===== src/rtl/grf_dump_reader.sv =====
// Debug/trace reader: walks GRF addresses 0..NREG-1 through one borrowed read port
// and streams each {address, data} pair over a valid/ready interface.
module grf_dump_reader #(
  parameter int NREG      = 32,
  parameter int AW        = 5,
  parameter int DW        = 32,
  parameter bit SKIP_ZERO = 1'b0
) (
  input  logic          clk,
  input  logic          reset,
  input  logic          start,
  output logic          busy,
  output logic [AW-1:0] rd_addr,
  input  logic [DW-1:0] rd_data,
  output logic          out_valid,
  input  logic          out_ready,
  output logic [AW-1:0] out_addr,
  output logic [DW-1:0] out_data,
  output logic          out_last,
  output logic          done
);

  localparam logic [1:0] S_IDLE = 2'd0;
  localparam logic [1:0] S_READ = 2'd1;
  localparam logic [1:0] S_SEND = 2'd2;
  localparam logic [1:0] S_FIN  = 2'd3;

  localparam logic [AW-1:0] LAST_IDX = AW'(NREG - 1);

  logic [1:0]    state;
  logic [AW-1:0] idx;
  logic [AW-1:0] cap_addr;
  logic [DW-1:0] cap_data;

  // NOTE: all state here uses non-blocking assignments so every register samples
  // pre-edge values; the captured entry is reset too because it drives ports directly.
  always_ff @(posedge clk or negedge reset) begin
    if (!reset) begin
      state    <= S_IDLE;
      idx      <= '0;
      cap_addr <= '0;
      cap_data <= '0;
    end else begin
      case (state)
        S_IDLE: begin
          if (start) begin
            idx   <= '0;
            state <= S_READ;
          end
        end
        S_READ: begin
          cap_data <= rd_data;
          cap_addr <= idx;
          if (SKIP_ZERO && (rd_data == '0)) begin
            if (idx == LAST_IDX) state <= S_FIN;
            else                 idx   <= idx + 1'b1;
          end else begin
            state <= S_SEND;
          end
        end
        S_SEND: begin
          // idx and the captured entry stay frozen until the consumer accepts
          if (out_ready) begin
            if (idx == LAST_IDX) begin
              state <= S_FIN;
            end else begin
              idx   <= idx + 1'b1;
              state <= S_READ;
            end
          end
        end
        S_FIN:   state <= S_IDLE;
        default: state <= S_IDLE;
      endcase
    end
  end

  assign rd_addr   = idx;
  assign busy      = (state != S_IDLE);
  assign out_valid = (state == S_SEND);
  assign done      = (state == S_FIN);
  assign out_addr  = cap_addr;
  assign out_data  = cap_data;
  assign out_last  = out_valid & (cap_addr == LAST_IDX);

endmodule


===== config.mk =====
export PLATFORM = sky130hd
export DESIGN_NAME = grf_dump_reader
export DESIGN_NICKNAME = d
export VERILOG_FILES = /design/src/rtl/grf_dump_reader.sv
export SDC_FILE = /design/constraint.sdc
export NUM_CORES = 1
export LEC_CHECK = 0
export BUFFER_PORTS_ARGS = -buffer_cell sky130_fd_sc_hd__buf_2
export CAP_MARGIN = 20
export CELL_PAD_IN_SITES_DETAIL_PLACEMENT = 1
export CELL_PAD_IN_SITES_GLOBAL_PLACEMENT = 2
export CORE_MARGIN = 2
export CORE_UTILIZATION = 33
export CTS_CLUSTER_SIZE = 12
export DETAILED_ROUTE_END_ITERATION = 7
export PLACE_DENSITY_LB_ADDON = 0.1
export SYNTH_ARGS = -nofsm -noshare
export SYNTH_HDL_FRONTEND = slang
export SYNTH_SLANG_ARGS = --single-unit

===== constraint.sdc =====
create_clock -name clk -period 5.5 [get_ports clk]
set_input_delay 1.65 -clock clk [delete_from_list [all_inputs] [get_ports clk]]
set_output_delay 1.65 -clock clk [all_outputs]
set_load 0.02 [all_outputs]

-- Word level (Yosys, flattened, before mapping)
Cells that the tools add are included.
- bits in registers: 44
- logic and storage cells: 27
- output and inout bits: 46
- multiplexer cells: 8
- bitwise gates (word level): 1
- equality and inequality tests: 8
- add/subtract/negate cells: 1
- reductions and logical operators: 5
- operators by type and width (operator ; count):
    $mux W5 ; 3
    $eq A5 B5 Y1 const B ; 2
    $pmux W5 S2 ; 1
    $pmux W2 S4 ; 1
    $mux W2 ; 3
    $add A5 B1 Y5 const B ; 1
    $eq A2 B2 Y1 const B ; 2
    $ne A2 B2 Y1 const B ; 2
    $reduce_and A4 Y1 ; 1
    $reduce_bool A2 Y1 ; 2
    $eq A2 B1 Y1 const B ; 1
    $logic_not A2 Y1 ; 1
    $ne A2 B1 Y1 const B ; 1
    $reduce_and A2 Y1 ; 1
    $and A1 B1 Y1 ; 1

-- Logic depth before layout (Yosys ltp)
- depth after elaboration: 4
- gate-level depth with buffers: 6
- mapped depth without buffers: 6

-- Worst setup path after synthesis
OpenSTA, ideal clock, no wires.
- path type: register -> output
- start point: reg state[0]
- end point: out out_last
- path buffers: 0
- setup slack: 2.763 ns
- cell stages (with the launch flop): 3
- arrival time: 1.087 ns
- cell sequence: dfrtp_1 > nand2b_4 > nor3_1
- word-level cells in the longest chain between the ends: 2
- ends and longest elaborated chain (item ; line ; RTL):
    from (decl) ; 30 ; logic [1:0] state;
    from (signal assigned) ; 39 ; state <= S_IDLE;
    from (signal assigned) ; 48 ; state <= S_READ;
    from (signal assigned) ; 55 ; if (idx == LAST_IDX) state <= S_FIN;
    $eq A2 B2 Y1 ; 80 ; assign out_valid = (state == S_SEND);
    $and A1 B1 Y1 ; 84 ; assign out_last = out_valid & (cap_addr == LAST_IDX);
    to (decl) ; 19 ; output logic out_last,
No other way between the ends.

-- Final worst setup path
- start point: reg state[1]
- end point: out out_last
The elaborated chain is that of the path after synthesis.

==> impl_metrics.env <==
export IMPL_powerDensity_mw_per_mm2=614
export IMPL_synthCells=118
export IMPL_final_cell_mix="81 x buf_2, 44 x dfrtp_1, 20 x mux2_2"
export IMPL_ctsRootBufferMaster="clkbuf_8"
export IMPL_end_kind="primary output"
export IMPL_report_final_slew_viol_count=0
export IMPL_slew_headroom_pct=35.8
export IMPL_cts_buffers=5
export IMPL_die_h_um=79.5
export IMPL_routedWlPerCell_um=14.9
export IMPL_clk_path_buf_depth=2
export IMPL_cts_sinks=44
export IMPL_fin_crit_ns=2.99
export IMPL_route_detailed_drc=0
export IMPL_pin_count=82
export IMPL_fp_row_count=27
export IMPL_synth_edf_count=0
export IMPL_worst_pin_slew_ns=0.963
export IMPL_ir_worst_vdd_mv=0.202
export IMPL_critPathMaxStageDelay_ns=0.58
export IMPL_dp_hpwl_um=2990
export IMPL_die_w_um=79.5
export IMPL_setup_tns_ns=0
export IMPL_layout_setup_ws_ns=2.51
export IMPL_setup_worst_path_class="reg -> out"
export IMPL_first_pass_iters=3
export IMPL_core_sq_mm=0.00551
export IMPL_path_clk_slew_ns=0.08
export IMPL_vias=1275
export IMPL_grt_pass1_vias=1355
export IMPL_fp_dieArea_sq_mm=0.00631
export IMPL_ys_ff_latch=44
export IMPL_synthDistinctLibCells=26
export IMPL_avgSynthCellArea_sq_um=15.9
export IMPL_initial_core_util_pct=34.1
export IMPL_fin_nets=240
export IMPL_cts_resized=0
export IMPL_synth_ff_type="dfrtp_1"
export IMPL_viasPerCell=4.64
export IMPL_place_gp_congestion=0.781
export IMPL_cap_violations=0
export IMPL_num_antenna_cells=0
export IMPL_max_freq_ghz=0.335
export IMPL_fillCellCount=609
export IMPL_rsz0062_at_grt="no"
export IMPL_drive_gt1_share_pct=65.5
export IMPL_syn_num_nets=156
export IMPL_insertion_delay_ns=0.29
export IMPL_grt_usage_pct=13.7
export IMPL_holdCritPathClass="reg -> reg"
export IMPL_critPathRequiredTime_ns=3.85
export IMPL_hold_violations=0
export IMPL_antenna_found_initial=0
export IMPL_preCtsSetupSlack_ns=2.81
export IMPL_hold_depth=1
export IMPL_yosys_warnings=0
export IMPL_gr_total_overflow=0
export IMPL_fin_crit_sh_pct=54.3
export IMPL_crit_chain="nand2b_4 > nor3_1 > buf_2"
export IMPL_synth_top_area_share_pct=58.6
export IMPL_drt_iter0_drc=37
export IMPL_yosysTopAreaCell="dfrtp_1"
export IMPL_grt_max_degree=45
export IMPL_cts_setup_buffers=0
export IMPL_syn_area_sq_mm=0.00188
export IMPL_worst_endpoint_arrival_ns=1.34
export IMPL_ctsHoldBuffers=0
export IMPL_cp_max_fo=11
export IMPL_cp_start_kind="flip-flop"
export IMPL_grt_pass1_wl_um=6600
export IMPL_crit_slowest_cell="dfrtp_1"
export IMPL_hold_ws_ns=0.506
export IMPL_htree_levels=2
export IMPL_yosysSeqAreaShare_pct=58.6
export IMPL_ys_top_cells_by_area="dfrtp_1 59%, mux2_4 15%, mux2_2 12%"
export IMPL_async_flop_share_pct=100
export IMPL_setup_viol_count_final=0
export IMPL_reg2reg_depth=6
export IMPL_cts_tree="done"
export IMPL_finalWirelength_um=4090
export IMPL_skew_ns=0.00573
export IMPL_power_leakage_uw=0.00129
export IMPL_final_common_cell="buf_2"
export IMPL_ant_nets=0
export IMPL_placement_io_buffers=81
export IMPL_status="finished, final reports clean"
export IMPL_syn_to_final_growth_pct=29.9
==> worst max-delay path: cells and delay by family (launching register included) <==
kind | cells | cell delay (ns)
buf+inv | 1 | 0.20
simple gates | 2 | 0.28
flops | 1 | 0.58
==> final timing paths <==
path / start / endpoint / slack [ns]
min reg2reg: out_data[31]$_DFFE_PN0N_ / out_data[31]$_DFFE_PN0N_ / 0.51
min: out_data[31]$_DFFE_PN0N_ / out_data[31]$_DFFE_PN0N_ / 0.51
max: state[1]$_DFFE_PN0P_ / out_last / 2.51
max reg2reg: rd_addr[0]$_DFFE_PN0P_ / rd_addr[3]$_DFFE_PN0P_ / 3.57
min in group asynchronous: reset / out_data[0]$_DFFE_PN0N_ / 1.51
max in group asynchronous: reset / rd_addr[3]$_DFFE_PN0P_ / 3.39
==> routing by layer <==
layer,track usage (%),share of wire [%],vias up
met3,3.96,5.9,7
li1,-,-,587
met1,15.7,41,638
met4,4.83,1.3,0
met2,24.1,52,43
met5,0,0,-
==> synth_stat cells, types with 2 or more instances <==
cell      n
nor2_1    2
nand2_1   2
nand3_1   3
buf_6     3
dfrtp_1  44
mux2_4   19
a22o_1    6
mux2_2   20
ha_1      2
==> registers in the layout, indices dropped and copies added (netlist names) <==
signal	cells
state	2
rd_addr	5
out_addr	5
out_data	32
==> area by class of cell <==
class	count	area [sq um]	area share [%]
Multi-Input combinational cell	68	728	29.8
Inverter	1	3.75	0.154
Clock inverter	2	10.0	0.410
Clock buffer	6	82.6	3.38
Timing Repair Buffer	82	425	17.4
Sequential cell	44	1100	45.1
Tap cell	72	90.1	3.69
==> metrics by stage <==
| step | utilization (%) | power [uW] | std cells | cell area [sq um] |
|---|---|---|---|---|
| floorplan | - | 1080 | 118 | 1880 |
| global placement | 42.3 | 1280 | 266 | 2330 |
| detailed placement | 42.3 | 1310 | 266 | 2330 |
| CTS | 44.0 | 1520 | 274 | 2420 |
| global route | 44.3 | 1600 | 275 | 2440 |
| finish | 44.3 | 1500 | 275 | 2440 |
==> cells by family after synthesis <==
logic type                 synth area share, %
DFF                                       58.6
buffers and inverters                     2.66
muxes                                     27.7
adders and majority gates                 1.33
AOI/OAI and AO/OA                         4.13
and+or+nand+nor                           5.59
==> where the power goes <==
| part | leakage (uW) | switching [uW] | total (uW) | internal, uW |
|---|---|---|---|---|
| combinational | 0.000707 | 372 | 716 | 344 |
| clock | 0.0000510 | 106 | 206 | 100 |
| sequential | 0.000534 | 106 | 577 | 472 |
| total | 0.00129 | 583 | 1500 | 916 |
(Power assumes the default switching activity.)
